--- config.mk ---
export PLATFORM = sky130hd
export DESIGN_NAME = config_pkt_ctrl
export DESIGN_NICKNAME = d
export VERILOG_FILES = /design/src/rtl/config_pkt_ctrl.sv
export SDC_FILE = /design/constraint.sdc
export NUM_CORES = 1
export LEC_CHECK = 0
export CAP_MARGIN = 30
export CORE_ASPECT_RATIO = 1.25
export CORE_MARGIN = 2
export CORE_UTILIZATION = 55
export CTS_CLUSTER_SIZE = 14
export DETAILED_ROUTE_END_ITERATION = 16
export DONT_BUFFER_PORTS = 1
export HOLD_SLACK_MARGIN = 0.1
export PLACE_DENSITY = 0.72
export SETUP_SLACK_MARGIN = 0.15
export SLEW_MARGIN = 30
export SYNTH_ARGS = -nofsm -noshare
export SYNTH_HDL_FRONTEND = slang
export SYNTH_SLANG_ARGS = --single-unit
--- constraint.sdc ---
create_clock -name clk -period 4.3 [get_ports clk]
set_clock_uncertainty 0.2 [all_clocks]
set_input_delay 0.645 -clock clk [delete_from_list [all_inputs] [get_ports clk]]
set_output_delay 0.645 -clock clk [all_outputs]
set_load 0.005 [all_outputs]
--- src/rtl/config_pkt_ctrl.sv ---
// Config packet front-end: decodes write/read/burst flits from the router into
// configurator strobes and returns read data as response flits. Optional macro: CFG_BURST_EN.
module config_pkt_ctrl #(
  parameter int CDW = 21,
  parameter int CAW = 15,
  parameter int OPW = 2,
  parameter int FW  = OPW + CAW + CDW,
  parameter int RW  = CAW + CDW,
  parameter int BLW = 8
) (
  input  logic           clk,
  input  logic           rst,
  input  logic           in_valid,
  output logic           in_ready,
  input  logic [FW-1:0]  in_flit,
  output logic           out_valid,
  input  logic           out_ready,
  output logic [RW-1:0]  out_flit,
  output logic           config_we,
  output logic [CAW-1:0] config_waddr,
  output logic [CDW-1:0] config_wdata,
  output logic           config_re,
  output logic [CAW-1:0] config_raddr,
  input  logic [CDW-1:0] config_rdata,
  output logic           busy,
  output logic [7:0]     err_cnt
);

  typedef enum logic [2:0] {
    S_IDLE, S_WR, S_RD, S_CAP, S_RESP, S_BURST
  } state_e;

  localparam logic [OPW-1:0] OP_NOP   = 2'b00;
  localparam logic [OPW-1:0] OP_WRITE = 2'b01;
  localparam logic [OPW-1:0] OP_READ  = 2'b10;
  localparam logic [OPW-1:0] OP_BURST = 2'b11;

  state_e         state_q, state_d;
  logic           we_q, we_d, re_q, re_d;
  logic [CAW-1:0] waddr_q, waddr_d, raddr_q, raddr_d;
  logic [CDW-1:0] wdata_q, wdata_d;
  logic           out_valid_q, out_valid_d;
  logic [RW-1:0]  out_flit_q, out_flit_d;
  logic [7:0]     err_q, err_d;
`ifdef CFG_BURST_EN
  logic [CAW-1:0] base_q, base_d;
  logic [BLW-1:0] cnt_q, cnt_d;
`endif

  logic [OPW-1:0] flit_op;
  logic [CAW-1:0] flit_addr;
  logic [CDW-1:0] flit_data;
  logic           accept;

  assign flit_op   = in_flit[FW-1 -: OPW];
  assign flit_addr = in_flit[CDW +: CAW];
  assign flit_data = in_flit[CDW-1:0];

  // in_ready is forced low while reset is asserted so no flit slips in on the reset edge.
  assign in_ready = ~rst & ((state_q == S_IDLE) | (state_q == S_BURST));
  assign accept   = in_valid & in_ready;

  always_comb begin
    // NOTE: every _d gets a default before the case so no path leaves it unassigned (no latches).
    state_d     = state_q;
    we_d        = 1'b0;
    re_d        = 1'b0;
    waddr_d     = waddr_q;
    wdata_d     = wdata_q;
    raddr_d     = raddr_q;
    out_valid_d = out_valid_q;
    out_flit_d  = out_flit_q;
    err_d       = err_q;
`ifdef CFG_BURST_EN
    base_d      = base_q;
    cnt_d       = cnt_q;
`endif
    case (state_q)
      S_IDLE: begin
        if (accept) begin
          case (flit_op)
            OP_NOP: ;
            OP_WRITE: begin
              state_d = S_WR;
              we_d    = 1'b1;
              waddr_d = flit_addr;
              wdata_d = flit_data;
            end
            OP_READ: begin
              state_d = S_RD;
              re_d    = 1'b1;
              raddr_d = flit_addr;
            end
            OP_BURST: begin
`ifdef CFG_BURST_EN
              if (flit_data[BLW-1:0] != '0) begin
                state_d = S_BURST;
                base_d  = flit_addr;
                cnt_d   = flit_data[BLW-1:0];
              end
`else
              if (err_q != 8'hFF) err_d = err_q + 8'd1;
`endif
            end
            default: ;
          endcase
        end
      end
      S_WR:  state_d = S_IDLE;
      S_RD:  state_d = S_CAP;
      // Configurator returns data the cycle after the strobe; raddr_q is still held here.
      S_CAP: begin
        out_flit_d  = {raddr_q, config_rdata};
        out_valid_d = 1'b1;
        state_d     = S_RESP;
      end
      S_RESP: begin
        if (out_ready) begin
          out_valid_d = 1'b0;
          state_d     = S_IDLE;
        end
      end
`ifdef CFG_BURST_EN
      S_BURST: begin
        if (accept) begin
          we_d    = 1'b1;
          waddr_d = base_q;
          wdata_d = flit_data;
          base_d  = base_q + 1'b1;
          cnt_d   = cnt_q - 1'b1;
          if (cnt_q == BLW'(1)) state_d = S_IDLE;
        end
      end
`endif
      default: state_d = S_IDLE;
    endcase
  end

  always_ff @(posedge clk) begin
    // NOTE: state registers use non-blocking assignment so all flops update together.
    if (rst) begin
      state_q     <= S_IDLE;
      we_q        <= 1'b0;
      re_q        <= 1'b0;
      waddr_q     <= '0;
      wdata_q     <= '0;
      raddr_q     <= '0;
      out_valid_q <= 1'b0;
      out_flit_q  <= '0;
      err_q       <= '0;
`ifdef CFG_BURST_EN
      base_q      <= '0;
      cnt_q       <= '0;
`endif
    end else begin
      state_q     <= state_d;
      we_q        <= we_d;
      re_q        <= re_d;
      waddr_q     <= waddr_d;
      wdata_q     <= wdata_d;
      raddr_q     <= raddr_d;
      out_valid_q <= out_valid_d;
      out_flit_q  <= out_flit_d;
      err_q       <= err_d;
`ifdef CFG_BURST_EN
      base_q      <= base_d;
      cnt_q       <= cnt_d;
`endif
    end
  end

  assign config_we    = we_q;
  assign config_re    = re_q;
  assign config_waddr = waddr_q;
  assign config_wdata = wdata_q;
  assign config_raddr = raddr_q;
  assign out_valid    = out_valid_q;
  assign out_flit     = out_flit_q;
  assign busy         = (state_q != S_IDLE);
  assign err_cnt      = err_q;

endmodule

==> reports/summary.txt, run 1 <==
status: finished, final reports clean
crit path DAT: 2.52 ns
required time worst endpoint: 4.34 ns
Die W: 77.17 um
Row Count: 33
Die Footprint: 7367 um^2
core area: 6524 um^2
hold_buf cts: 0
Mapped Cells: 436
FMAX: 0.4033 GHz
via count: 2793
# nets final: 484
Slew headroom: 0.4009
setup violators final: 0
share of the yosys chip area belonging to registers: 0.5493
cell taking the most area after synthesis: dfxtp_1
# placed instances: 496
most frequent cell after synthesis: nand2_1
TritonCTS buffer count: 9
Sink Count: 101
logic gate share of total power: 0.024
CTS root buffer: clkbuf_8
switch share: 0.2176
synth unique cells: 33
dominant synthesized flop cell: dfxtp_1
crit-path max FO: 36
PortBufs: 0
Initial Util: 0.5643
area of the multi-input gates: 1475 um^2
Avg Synthesized Cell Area: 8.443 um^2
Layout fillers: 620
Slew Viols, Final: 0
Hold Path Stages: 1
Register-to-Register Path Depth: 4
actual slew at the worst max-slew pin: 0.8947 ns
post-synth top area share: 0.5493
Leak: 0.001388 uW
DRT iter0 DRCs: 104
crit end category: register
setup TNS: 0 ns
Wirelength per Cell: 15.15 um
gpl congestion: 0.7561
internal power: 1301 uW
Peak VDD IR: 0.2776 mV
Switch Pwr: 361.8 uW
I/O pins: 163
Crit. Startpoint: state_q[0]
ANT cells: 0
synth cell count leaders: nand2_1 (148), dfxtp_1 (101), a21oi_1 (79)
RSZ-0062 raised after global routing: false
RR Endpoint: config_wdata[17]
Layout Cells excl Fill: 512
Detail Route Antenna Nets: 0
clock latency on the worst-skew pair: 0.35 ns
clock network power share: 0.399
pin count of the biggest net entering global routing: 104
HP Start: rst
HPWL Detailed: 5.272 mm
max-cap viol count: 0
H-tree levels: 3
Die Span Y: 95.47 um
Overflow after GRT: 0
CP Class: reg2reg
area grow syn2layout: 5.235%
Reg clk slew, reported paths: 0.10 ns
final hold slack: 0.1532 ns
CP endpoint: config_wdata[17]
Startpoint Class: register
number of synthesized flops with an enable pin: 0
Flop pwr share: 0.577
vias in the first global route: 2567
post-synthesis async set-or-reset flop share: 0
Post-Syn Nets: 500
Register Area: 2022 um^2
final period utilization: 0.5767
vias per std cell: 5.455
post-layout minimum cycle time: 2.480 ns
Remaining DRCs: 0
final hold vios: 0
DRT Pass-1 Iters: 4
Worst Hold Class: in2reg
maximum buffer depth of the clock tree: 2
Area contributors post-synth: dfxtp_1 (55%), nand2_1 (15%), a21oi_1 (11%), mux2i_1 (4.4%), buf_6 (2.1%)
CTS resizes: 0
PD cells: 429.3 nW/um^2
# Post-CTS Setup Buffers: 0
gr usage total: 0.2049
reg2reg start: state_q[0]
TritonCTS clock tree: built
#FFs+latches synth: 101
first-pass GRT wire length: 12.10 mm
Synth Cell Area: 3681 um^2
R2R setup slack: 1.82 ns
synth warn: 0
initial antenna violation count: 0
WL final: 7.757 mm
share of cells above drive strength 1: 0.05412
[cell families after synthesis]
family | after synthesis | synth area share
buffers and inverters | 33 | 0.05031
muxes | 16 | 0.04351
DFF | 101 | 0.5493
AOI/OAI and AO/OA | 90 | 0.1278
adders and majority gates | 1 | 0.003399
xor gates and xnor gates | 2 | 0.004760
and+or+nand+nor | 193 | 0.2209
[power by group through the flow]
stage                     Sequential, uW  Combinational, uW  Clock (uW)
after detailed placement             982               40.1           0
final                                960               39.4         663
after global routing                 962               44.7         721
after global placement               982               38.6           0
after floorplan                      977               52.2           0
after CTS                            960               40.2         683
[state kept, by name, indices dropped and copies added (netlist names)]
register      cells
config_raddr     15
config_re         1
config_waddr     15
config_wdata     21
config_we         1
err_cnt           8
out_flit         36
out_valid         1
state_q           3
[metal layers]
| metal | part of all wire | global-route usage | wire length [um] | vias up |
|---|---|---|---|---|
| met5 | 0 | 0 | 0 | - |
| met4 | 0.015 | 0.09226 | 114 | 0 |
| met3 | 0.096 | 0.08428 | 748 | 10 |
| met2 | 0.49 | 0.3493 | 3796 | 110 |
| met1 | 0.40 | 0.2243 | 3097 | 1266 |
| li1 | - | - | - | 1407 |
[final cells by class]
type	count	share of cell area
Sequential cell	101	0.5220
Multi-Input combinational cell	302	0.3808
Clock buffer	9	0.03198
Tap cell	87	0.02810
Clock inverter	7	0.02745
Timing Repair Buffer	4	0.007752
Inverter	2	0.001938
[critical path, cell delays in order (launching register included)]
cell	delay (ns)
dfxtp_1	0.38
or3_1	0.51
or4_2	1.01
nand2_1	0.18
a21oi_1	0.08
[metrics by stage]
stage | instance area [um^2] | total power, uW | util | worst slack, ns
floorplan | 3681 | 1029 | - | 2.199
global placement | 3642 | 1020 | 0.5583 | 1.771
detailed placement | 3643 | 1022 | 0.5585 | 1.822
CTS | 3874 | 1683 | 0.5938 | 1.792
global route | 3874 | 1728 | 0.5938 | 1.690
finish | 3874 | 1663 | 0.5938 | 1.820
[how the worst min path moves through the flow]
stage                        to  slack, ns
5_1_grt        config_wdata[13]       0.13
2_1_floorplan   config_waddr[0]       0.25
3_5_place_dp   config_wdata[18]       0.26
4_1_cts        config_wdata[15]       0.13
6_report       config_wdata[13]       0.15
3_3_place_gp   config_waddr[12]       0.25
[cells in the final DEF, fill, tap and decap left out, types with 3 or more instances in the layout]
cell      instances
nand3_1           4
dfxtp_1         101
or3_1             4
nand2_1         148
o21ai_0           4
clkbuf_8          9
clkinv_4          3
mux2i_1          16
a21oi_1          79
nor2_1           20
buf_4             4
Note: power is estimated with default switching activity, not from simulation.
==> run 2: changes to the inputs <==
--- a/config.mk
+++ b/config.mk
@@ -5,6 +5,7 @@
 export SDC_FILE = /design/constraint.sdc
 export NUM_CORES = 1
 export LEC_CHECK = 0
+export ABC_AREA = 1
 export CAP_MARGIN = 30
 export CORE_ASPECT_RATIO = 1.25
 export CORE_MARGIN = 2
==> constraint.sdc (replaced) <==
create_clock -name clk -period 2.6 [get_ports clk]
set_clock_uncertainty 0.2 [all_clocks]
set_input_delay 0.39 -clock clk [delete_from_list [all_inputs] [get_ports clk]]
set_output_delay 0.39 -clock clk [all_outputs]
set_load 0.005 [all_outputs]
==> run 2 against run 1 <==
Via count is 19% higher. Sequential power is 68% higher. Critical path depth increased by 1. Non-clock buffer count is 61 higher. Synthesized cell count is 12% higher. Critical endpoint is now out_flit[19]. Highest routed layer unchanged.
==> reports/summary.txt, run 2 <==
Peak VDD IR: 0.3807 mV
crit path DAT: 2.28 ns
Leak: 0.001876 uW
Die W: 77.89 um
DRT iter0 DRCs: 96
initial antenna violation count: 0
Post-Syn Nets: 554
Initial Util: 0.5718
highest metal used: met4
Worst Hold Class: in2reg
clock latency on the worst-skew pair: 0.35 ns
DRT Pass-1 Iters: 6
CP top delay family: buffers and inverters
Die Span Y: 96.37 um
Overflow after GRT: 0
crit-path max FO: 89
H-tree levels: 3
maximum buffer depth of the clock tree: 2
Synth Cell Area: 3754 um^2
gr usage total: 0.2431
Die Footprint: 7506 um^2
HP Start: rst
CTS resizes: 0
required time worst endpoint: 2.69 ns
Avg Synthesized Cell Area: 7.660 um^2
Row Count: 33
status: finished, final reports clean
setup TNS: 0 ns
share of cells above drive strength 1: 0.04954
Startpoint Class: primary input
# nets final: 604
Hold Path Stages: 5
Sink Count: 101
setup violators final: 0
post-synth top area share: 0.5387
post-layout minimum cycle time: 2.186 ns
crit end category: register
Wirelength per Cell: 14.85 um
vias in the first global route: 3147
synth cell count leaders: nor2_1 (186), dfxtp_1 (101), o21ai_0 (61)
Post-DP Area: 3736 um^2
TritonCTS clock tree: built
worst path cell trace: dlygate4sd3_1 > inv_2 > buf_4 > o21ai_0 > nor2_1
CP Class: in2reg
RSZ-0062 raised after global routing: false
Slew headroom: 0.5183
hold_buf cts: 62
I/O pins: 163
TritonCTS buffer count: 9
final instance area: 4572 um^2
max reg flops: 36
gpl congestion: 0.7836
slowest CP cell: dlygate4sd3_1
first-pass GRT wire length: 14.49 mm
area of the multi-input gates: 1514 um^2
synth warn: 0
routed wl met3: 692 um
Post-Route Utilization: 0.6964
Mapped Cells: 490
#FFs+latches synth: 101
CP bufs+invs: 3
Register-to-Register Path Depth: 7
CP peak stage delay: 0.72 ns
Met2 Routed Length: 4.524 mm
Crit. Startpoint: rst
number of synthesized flops with an enable pin: 0
# Post-CTS Setup Buffers: 0
Detail Route Antenna Nets: 0
core area: 6565 um^2
commonest non-fill, non-tap cell in the layout: nor2_1
HPWL Detailed: 5.716 mm
synth unique cells: 24
most frequent cells in the layout: nor2_1 (186), dfxtp_1 (101), dlygate4sd3_1 (62), o21ai_0 (61), nand2_1 (39)
via count: 3327
Layout fillers: 514
vias per std cell: 5.264
actual slew at the worst max-slew pin: 0.7225 ns
Area contributors post-synth: dfxtp_1 (54%), nor2_1 (19%), o21ai_0 (8.1%), nand2_1 (3.9%), o21ai_1 (3.9%)
final hold vios: 0
FMAX: 0.4574 GHz
final hold slack: 0.1508 ns
R2R setup slack: 0.78 ns
Reg clk slew, reported paths: 0.10 ns
final period utilization: 0.8409
Register Area: 2022 um^2
reg2reg start: err_cnt[0]
PortBufs: 0
max-cap viol count: 0
CTS root buffer: clkbuf_8
hold endpoint: state_q[1]
area grow syn2layout: 21.80%
RR Endpoint: err_cnt[2]
most frequent cell after synthesis: nor2_1
Slew Viols, Final: 0
ANT cells: 0
post-synthesis async set-or-reset flop share: 0
WL final: 9.387 mm
pin count of the biggest net entering global routing: 90
PD cells: 626.8 nW/um^2
dominant synthesized flop cell: dfxtp_1
cell taking the most area after synthesis: dfxtp_1
share of the yosys chip area belonging to registers: 0.5387
Remaining DRCs: 0
Metal-1 WL: 3.893 mm
-- run 2: stage by stage --
stage | setup slack (ns) | instances | total power (uW)
detailed placement | 0.8001 | 554 | 1748
global route | 0.3000 | 632 | 2971
floorplan | 1.104 | 490 | 1728
finish | 0.4138 | 632 | 2866
CTS | 0.4534 | 632 | 2890
global placement | 0.8898 | 554 | 1744
-- run 2: worst max path at each step --
stage,end,slack [ns],cells after the start
after global routing,config_wdata[14],0.30,7
after CTS,out_flit[4],0.45,5
after floorplan,err_cnt[1],1.10,8
after global placement,err_cnt[4],0.89,7
final,out_flit[19],0.41,5
after detailed placement,err_cnt[2],0.80,7
-- run 2: metal layers --
metal / GRT usage / vias to the layer above
met5: 0 / -
met4: 0.1301 / 0
met3: 0.06942 / 23
met2: 0.4260 / 120
met1: 0.2677 / 1525
li1: - / 1659
-- run 2: tightest hold or removal path: cells and delay by family --
| family | cells | cell delay (ns) |
|---|---|---|
| AND/OR/NAND/NOR | 4 | 0.20 |
| AO/OA/AOI/OAI | 1 | 0.08 |
-- run 2: area by class of cell --
cell class              instances  share of cell area
inverters                      18             0.01505
repair buffers                 65              0.1407
well taps                      87             0.02381
clock buffers                  11             0.02874
clock inverters                 5             0.01834
multi-input cells             345              0.3311
flip-flops and latches        101              0.4423
-- run 2: power by group --
| part | internal (uW) | switching (uW) |
|---|---|---|
| Sequential | 1580 | 30.4 |
| Combinational | 95.9 | 93.7 |
| Clock | 547 | 521 |
-- run 2: kinds of logic after synthesis --
logic type	count (synthesis)	synth area share
xor+xnor	3	0.007001
flops	101	0.5387
buf+inv	44	0.05800
compound gates	103	0.1393
simple gates	238	0.2537
fa+ha+maj	1	0.003333
